===== config.mk =====
export PLATFORM = sky130hd
export DESIGN_NAME = tlul_sram_responder
export DESIGN_NICKNAME = d
export VERILOG_FILES = /design/src/rtl/tlul_sram_responder.sv
export SDC_FILE = /design/constraint.sdc
export NUM_CORES = 1
export LEC_CHECK = 0
export CAP_MARGIN = 10
export CORE_MARGIN = 4
export CORE_UTILIZATION = 66
export CTS_CLUSTER_SIZE = 20
export DETAILED_ROUTE_END_ITERATION = 12
export DONT_BUFFER_PORTS = 1
export GPL_TIMING_DRIVEN = 1
export PLACE_DENSITY = 0.82
export SYNTH_ARGS = -nofsm -noshare
export SYNTH_HDL_FRONTEND = slang
export SYNTH_SLANG_ARGS = --single-unit

===== constraint.sdc =====
create_clock -name clk_i -period 12.29 [get_ports clk_i]
set_input_delay 0.6145 -clock clk_i [delete_from_list [all_inputs] [get_ports clk_i]]
set_output_delay 0.6145 -clock clk_i [all_outputs]
set_load 0.05 [all_outputs]

===== src/rtl/tlul_sram_responder.sv =====
// TL-UL device-side SRAM responder: accepts A-channel Get/Put, drives a 1-cycle SRAM,
// and returns D-channel responses in order through a response FIFO.
package tlul_pkg;

  typedef enum logic [2:0] {
    PutFullData    = 3'h0,
    PutPartialData = 3'h1,
    Get            = 3'h4
  } tl_a_op_e;

  typedef enum logic [2:0] {
    AccessAck     = 3'h0,
    AccessAckData = 3'h1
  } tl_d_op_e;

  typedef struct packed {
    logic        a_valid;
    logic [2:0]  a_opcode;
    logic [2:0]  a_param;
    logic [1:0]  a_size;
    logic [7:0]  a_source;
    logic [31:0] a_address;
    logic [3:0]  a_mask;
    logic [31:0] a_data;
    logic        d_ready;
  } tlul_h2d_t;

  typedef struct packed {
    logic        d_valid;
    logic [2:0]  d_opcode;
    logic [2:0]  d_param;
    logic [1:0]  d_size;
    logic [7:0]  d_source;
    logic        d_sink;
    logic [31:0] d_data;
    logic        d_error;
    logic        a_ready;
  } tlul_d2h_t;

endpackage

module tlul_sram_responder #(
  parameter int SramAw      = 12,
  parameter int SramDw      = 32,
  parameter int Outstanding = 3
) (
  input  logic                clk_i,
  input  logic                rst_i,
  input  tlul_pkg::tlul_h2d_t tl_i,
  output tlul_pkg::tlul_d2h_t tl_o,
  output logic                req_o,
  output logic                we_o,
  output logic [SramAw-1:0]   addr_o,
  output logic [SramDw-1:0]   wdata_o,
  output logic [SramDw-1:0]   wmask_o,
  input  logic [SramDw-1:0]   rdata_i
);
  import tlul_pkg::*;

  localparam int PtrW = (Outstanding > 1) ? $clog2(Outstanding) : 1;
  localparam int CntW = $clog2(Outstanding + 1);

  typedef struct packed {
    tl_d_op_e          opcode;
    logic [1:0]        size;
    logic [7:0]        source;
    logic              error;
    logic [SramDw-1:0] data;
  } rsp_t;

  logic              pipe_vld_q, pipe_get_q, pipe_err_q;
  logic [1:0]        pipe_size_q;
  logic [7:0]        pipe_src_q;

  rsp_t              fifo_q [Outstanding];
  logic [PtrW-1:0]   wptr_q, rptr_q;
  logic [CntW-1:0]   fcnt_q;

  logic [CntW:0]     count;
  logic              a_ready, accept, d_valid, push, pop;
  logic              is_get, is_put, is_full, op_ok, misalign, a_err;
  logic [3:0]        lanes;
  rsp_t              push_rsp;
  logic              unused_tl;

  assign unused_tl = ^tl_i;

  assign count   = (CntW+1)'(fcnt_q) + (CntW+1)'(pipe_vld_q);
  assign a_ready = !rst_i && (count < (CntW+1)'(Outstanding));
  assign accept  = tl_i.a_valid && a_ready;
  assign d_valid = !rst_i && (fcnt_q != '0);
  assign pop     = d_valid && tl_i.d_ready;
  assign push    = pipe_vld_q;

  // Byte lanes a well-formed request of this size/offset may touch.
  always_comb begin
    is_get   = (tl_i.a_opcode == Get);
    is_full  = (tl_i.a_opcode == PutFullData);
    is_put   = is_full || (tl_i.a_opcode == PutPartialData);
    op_ok    = is_get || is_put;
    lanes    = 4'b1111;
    misalign = 1'b0;
    case (tl_i.a_size)
      2'd0: lanes = 4'b0001 << tl_i.a_address[1:0];
      2'd1: begin
        lanes    = 4'b0011 << tl_i.a_address[1:0];
        misalign = tl_i.a_address[0];
      end
      default: misalign = (tl_i.a_address[1:0] != 2'b00);
    endcase
    a_err = !op_ok || (tl_i.a_size == 2'd3) || misalign
         || (is_put && ((tl_i.a_mask & ~lanes) != 4'b0000))
         || (is_full && (tl_i.a_mask != lanes));
  end

  always_comb begin
    req_o   = accept && !a_err;
    we_o    = req_o && is_put;
    addr_o  = tl_i.a_address[SramAw+1:2];
    wdata_o = tl_i.a_data;
    wmask_o = '0;
    for (int unsigned i = 0; i < 4; i++) begin
      wmask_o[8*i +: 8] = {8{tl_i.a_mask[i]}};
    end
  end

  always_ff @(posedge clk_i) begin
    if (rst_i) begin
      pipe_vld_q  <= 1'b0;
      pipe_get_q  <= 1'b0;
      pipe_err_q  <= 1'b0;
      pipe_size_q <= '0;
      pipe_src_q  <= '0;
    end else begin
      pipe_vld_q <= accept;
      if (accept) begin
        pipe_get_q  <= is_get;
        pipe_err_q  <= a_err;
        pipe_size_q <= tl_i.a_size;
        pipe_src_q  <= tl_i.a_source;
      end
    end
  end

  // Read data is only valid in the cycle after the access, so it is captured at push.
  always_comb begin
    push_rsp.opcode = pipe_get_q ? AccessAckData : AccessAck;
    push_rsp.size   = pipe_size_q;
    push_rsp.source = pipe_src_q;
    push_rsp.error  = pipe_err_q;
    if (!pipe_get_q)     push_rsp.data = '0;
    else if (pipe_err_q) push_rsp.data = '1;
    else                 push_rsp.data = rdata_i;
  end

  always_ff @(posedge clk_i) begin
    if (push) fifo_q[wptr_q] <= push_rsp;
  end

  always_ff @(posedge clk_i) begin
    if (rst_i) begin
      wptr_q <= '0;
      rptr_q <= '0;
      fcnt_q <= '0;
    end else begin
      if (push) wptr_q <= (wptr_q == PtrW'(Outstanding - 1)) ? '0 : wptr_q + 1'b1;
      if (pop)  rptr_q <= (rptr_q == PtrW'(Outstanding - 1)) ? '0 : rptr_q + 1'b1;
      case ({push, pop})
        2'b10:   fcnt_q <= fcnt_q + 1'b1;
        2'b01:   fcnt_q <= fcnt_q - 1'b1;
        default: fcnt_q <= fcnt_q;
      endcase
    end
  end

  always_comb begin
    tl_o = '0;
    if (!rst_i) begin
      tl_o.a_ready = a_ready;
      tl_o.d_valid = d_valid;
      if (d_valid) begin
        tl_o.d_opcode = fifo_q[rptr_q].opcode;
        tl_o.d_size   = fifo_q[rptr_q].size;
        tl_o.d_source = fifo_q[rptr_q].source;
        tl_o.d_error  = fifo_q[rptr_q].error;
        tl_o.d_data   = fifo_q[rptr_q].data;
      end
    end
  end

endmodule


==> results of run 1 <==
-- power breakdown --
| group | switching (mW) | internal (mW) |
|---|---|---|
| Clock | 0.189 | 0.284 |
| Combinational | 0.0872 | 0.0392 |
| Sequential | 0.0160 | 0.579 |
-- critical path: stages, from the launching register on --
cell and delay, ns:
dfxtp_2 1.10, mux2_2 0.32, mux2i_1 0.07, nor2_1 0.76
-- layer usage --
| metal | global-route usage [%] | share of wire, % | up-vias |
|---|---|---|---|
| met1 | 25.4 | 37 | 1799 |
| li1 | - | - | 1646 |
| met4 | 7.70 | 1.9 | 0 |
| met5 | 0 | 0 | - |
| met2 | 38.0 | 53 | 156 |
| met3 | 6.96 | 8.2 | 24 |
-- kinds of logic (layout without fill, tap and decap cells) --
family / count (synthesis) / count (layout)
DFF: 153 / 153
and+or+nand+nor: 87 / 87
other: 1 / 6
AOI/OAI and AO/OA: 66 / 66
muxes: 90 / 90
adders and majority gates: 7 / 7
xor gates and xnor gates: 2 / 2
buffers and inverters: 117 / 46
-- flip-flops by register name (all words and copies together) (netlist names), named ones only --
name / count
fifo_q: 132
pipe_src_q: 8
fcnt_q: 2
pipe_size_q: 2
rptr_q: 2
wptr_q: 2
pipe_err_q: 1
pipe_get_q: 1
pipe_vld_q: 1
-- layout make-up --
cell class	count	share of cell area, %
well taps	136	2.38
clock buffers	17	5.79
inverters	6	0.385
clock inverters	15	1.89
repair buffers	8	0.840
multi-input cells	258	27.4
flip-flops and latches	153	61.3
-- through the flow --
| stage | util [%] | total power, mW | hold slack [ns] | worst slack, ns | instance area, sq um |
|---|---|---|---|---|---|
| after floorplan | - | 0.781 | 0.437 | 8.23 | 7080 |
| after global placement | 63.7 | 0.729 | 0.449 | 9.39 | 6600 |
| after detailed placement | 63.7 | 0.734 | 0.468 | 9.39 | 6600 |
| after CTS | 69.0 | 1.20 | 0.144 | 8.83 | 7150 |
| after global routing | 69.0 | 1.24 | 0.138 | 8.75 | 7150 |
| final | 69.0 | 1.19 | 0.163 | 8.89 | 7150 |
-- final timing paths --
kind | end | slack [ns] | cells past startpoint
max | tl_o[33] | 8.89 | 3
min | fcnt_q[1] | 0.16 | 1
max reg2reg | flip-flop | 9.79 | 4
min reg2reg | fifo_q[0][35] | 0.48 | 0
-- Yosys cell counts (all sizes together) --
master | instances | share of area (%)
a22o | 1 | 0.12
nor2b | 4 | 0.35
conb | 1 | 0.053
o21bai | 1 | 0.11
xnor2 | 1 | 0.12
o21a | 32 | 3.4
dfxtp | 21 | 6.0
or3 | 1 | 0.089
o21ai | 14 | 0.99
nand3b | 1 | 0.11
edfxtp | 132 | 56
mux2i | 44 | 6.2
ha | 7 | 1.2
nand4 | 2 | 0.18
nor3 | 4 | 0.28
o31ai | 1 | 0.11
nor4 | 1 | 0.089
nor4b | 1 | 0.12
clkinv | 1 | 0.12
a221o | 1 | 0.14
o21ba | 1 | 0.14
a21oi | 13 | 0.92
inv | 5 | 0.27
buf | 99 | 10
clkbuf | 12 | 0.64
nand2 | 3 | 0.16
xor2 | 1 | 0.12
a211o | 1 | 0.25
nor2 | 59 | 3.1
o32a | 1 | 0.14
mux2 | 46 | 7.3
nand3 | 11 | 0.96
==> run metrics, run 1 <==
1st-iter DRT viols=~180; setup violators final=0; highest-count cells in the layout ignoring fill and taps=132 x edfxtp_1, 57 x nor2_1, 46 x mux2_2, 44 x mux2i_1, 32 x o21a_1; clk buf depth=2; RSZ-0062 raised after global routing=no; initial antenna violation count=0; Setup TNS=0 ns; Reg area=around 4400 sq um; worst r2r src=fcnt_q[0]; Fmax=around 0.29 GHz; Post-Synth Adder-Cell Area=between 1 and 1.5%; post-synthesis sequential area ratio=between 60 and 70%; Netlist cell types=36; global-route wire length before repair=between 20 and 25 mm; Top Ports=250; CP endpoint kind=primary output; Simple-Gate Fraction of Synth Area=under 10%; startpoint types=flip-flop; Worst-Skew Late Latency=0.51 ns; H-tree depth=4; Synth Area in Compound Gates=6.33%; Fill cells=694; WL/cell=~23 microns; Initial Util=between 60% and 70%; Rows=37; status=finished, final reports clean; Die Span Y=about 110 microns; power density over cell area=roughly 170 nW/um^2; Max-Cap Viols=0; Die ar.=12400 sq um; Via-to-Cell Ratio=between 6 and 7; Antenna diodes=0; worst slew pin tran=1.17 ns; Tcrit/Tclk final=around 28%; Crit Path Max Fanout=44; fin nets=roughly 570; TritonCTS buffer count=17; Root Buffer=clkbuf_8; xor/xnor share of the synthesized area=less than 1%; Syn. warnings=0; most common cell after layout, fill and taps aside=edfxtp_1; flops & latches, synth=153; 1st-pass router iterations=4; Worst Path Arrival=~2.8 ns; HP Class=primary input to flip-flop; mux contribution to synthesized area=~14%; Worst EP required=11.68 ns; Static Leak=between 2 and 2.5 nW; Slew HR=between 20 and 25%; DRT Wirelength=roughly 13 mm; Critical Setup Path Class=flip-flop to primary output; clk slew on worst S/H paths=0.06 ns; GP Congestion=between 0.7 and 0.8; HP Start=rst_i; CTS Hold Bufs=0; post-synthesis area per instance=between 10 and 15 sq um; final hold violation count=0; core area=10400 sq um; CTS sink count=between 150 and 200; vias in the first global route=~3700; layout cell share with drive strength beyond 1=about a fifth; Overall Global Routing Usage=a little over a fifth; Tmin final=around 3.4 ns; largest net degree at the start of global routing=48; IO buf count=0; setup bufs post-CTS=0; HPWL after DPL=8.86 mm; DRT antenna net count=0; Post-Syn Instances=around 520; largest family of logic cells by synthesized area=multiplexers; Post-Route Skew=between 0.006 and 0.007 ns; Cell Count, Final, Fillers Out=just under 600; placed instance count=between 500 and 600; DIE WIDTH=111 microns; CTS tree=yes; Mapped Area=approximately 7100 sq um; cts repair resizes=0; footprint of the multi-input gates=1960 sq um; Via Count=roughly 3600; max-slew violation count=0; Max VDD drop=~0.000083 V; Post-route DRC=0; total grt overflow=0; area delta synth->final=1.26%
No activity file was read; power rests on OpenSTA's default activity.
==> inputs of run 2 (changes only) <==
- CORE_UTILIZATION: 66 -> 57
- PLACE_DENSITY: 0.82 -> 0.75
- clock period: 12.29 -> 2.75 ns (I/O delays scaled with it)
==> run 2 against run 1 <==
Compared with the run above: clock power increased to 5.0 times the previous value; combinational power increased to 6.1 times the previous value; core utilization decreased by 0.36 points; via count increased by 12%; flip-flop and latch count unchanged; die area increased by 15%; clock-buffer cell count increased by 11; register-to-register slack got worse by 9.3 ns; largest power group unchanged; highest routed layer unchanged.
==> run metrics, run 2 (synthesis gave the netlist of run 1 again) <==
status=finished, final reports clean; HPWL after DPL=between 9 and 10 mm; Antenna diodes=0; Hold Slack=~0.041 ns; Initial Util=between 50% and 60%; fin nets=~680; Post-Layout Inst Area=slightly above 8000 sq um; Max-Cap Viols=0; 1st-pass router iterations=6; core area=about 12000 sq um; Crit Path Max Fanout=13; Worst EP required=approximately 2.6 ns; Worst Path Arrival=2.48 ns; most common cell after layout, fill and taps aside=edfxtp_1; DRT antenna net count=0; Via-to-Cell Ratio=5.53; Fmax=between 0.3 and 0.4 GHz; Max VDD drop=about 0.00043 V; max reg flops=132; layout cell share with drive strength beyond 1=a little over a quarter; Die ar.=approximately 14000 sq um; 1st-iter DRT viols=~280; total grt overflow=0; WL/cell=around 20 microns; CTS tree=yes; Worst-Skew Late Latency=0.41 ns; initial antenna violation count=0; clk buf depth=2; Via Count=4047; worst slew pin tran=0.644 ns; Root Buffer=clkbuf_16; Placed Area=7060 sq um; DIE WIDTH=119 microns; H-tree depth=4; Setup TNS=0 ns; power density over cell area=slightly below 700 nW/um^2; Post-Route Skew=between 0.006 and 0.007 ns; CTS sink count=around 150; highest-count cells in the layout ignoring fill and taps=132 x edfxtp_1, 57 x nor2_1, 56 x dlygate4sd3_1, 56 x buf_4, 46 x mux2_2; IO buf count=0; setup violators final=0; DRT Wirelength=around 15 mm; area delta synth->final=17.2%; largest net degree at the start of global routing=45; global-route wire length before repair=roughly 23 mm; Die Span Y=roughly 120 microns; vias in the first global route=4295; Tcrit/Tclk final=a little over nine tenths; Slew HR=around 57%; Rows=40; Post-route DRC=0; biggest regs=fifo_q x132, pipe_src_q x8; Critical Setup Path Class=flip-flop to primary output; Overall Global Routing Usage=21.1%; Tmin final=about 2.6 ns; Top Ports=250; CP endpoint kind=primary output; startpoint types=flip-flop; clk slew on worst S/H paths=about 0.050 ns; Static Leak=about 2.8 nW; Fill cells=846; max-slew violation count=0; GP Congestion=between 0.7 and 0.8; Top reg by flops=fifo_q; RSZ-0062 raised after global routing=no; final hold violation count=0; HP Class=primary input to flip-flop; TritonCTS buffer count=17
run 2: cell types whose count changed in the layout (fill, tap and decap cells not counted), sizes merged:
cell,previous run,this run
clkinv,10,5
clkinvlp,4,0
bufinv,2,0
clkbuf,17,28
buf,8,59
dlygate4sd3,0,56
run 2: per-layer routing:
metal | up-vias | track usage (%) | routed length, microns
met5 | - | 0 | 0
met4 | 0 | 10.5 | 472
met3 | 48 | 6.55 | 1060
met2 | 156 | 36.4 | 7500
met1 | 1986 | 23.7 | 5530
li1 | 1857 | - | -
run 2: timing repair:
item | 4_1_cts | 5_1_grt
pin swaps | 0 | 1
endpoints found under the hold margin | 112 | 0
hold buffers | 56 | 0
endpoints found under the setup margin | 1 | 1
gates cloned | 0 | 0
gates resized for setup | 1 | 2
setup buffers | 0 | 2
run 2: through the flow:
stage / util [%] / worst slack [ns] / total power [mW] / std cells
5_1_grt: 68.6 / 0.0298 / 5.94 / 732
3_5_place_dp: 58.5 / 0.459 / 3.36 / 642
6_report: 68.6 / 0.131 / 5.74 / 732
4_1_cts: 68.4 / 0.0229 / 5.77 / 730
2_1_floorplan: - / 0.00525 / 3.49 / 528
3_3_place_gp: 58.5 / 0.518 / 3.34 / 642
run 2: final timing paths:
check / to / cells past startpoint / start / slack [ns]
setup / recovery: we_o / 7 / pipe_vld_q / 0.13
hold reg to reg: fifo_q[0][40] / 0 / pipe_src_q[7] / 0.48
hold / removal: flip-flop / 2 / rst_i / 0.04
setup reg to reg: pipe_get_q / 7 / pipe_vld_q / 0.49
run 2: cell type report:
cell class	count	area [sq um]	area share (%)
Clock buffer	28	613	7.41
Clock inverter	4	18.8	0.227
Inverter	6	35.0	0.423
Multi-Input combinational cell	258	1970	23.8
Sequential cell	153	4390	53.0
Tap cell	168	210	2.54
Timing Repair Buffer	115	1040	12.6
run 2: power breakdown:
| group | switching [mW] | internal, mW |
|---|---|---|
| registers | 0.0344 | 2.59 |
| clock network | 0.837 | 1.52 |
| logic | 0.465 | 0.298 |
run 2: critical path: stages, from the launching register on:
cell and delay, ns:
dfxtp_1 0.36, ha_1 0.23, ha_1 0.28, a211o_4 0.39
clkinv_8 0.13, nand3_4 0.10, nor4b_2 0.32, buf_4 0.25
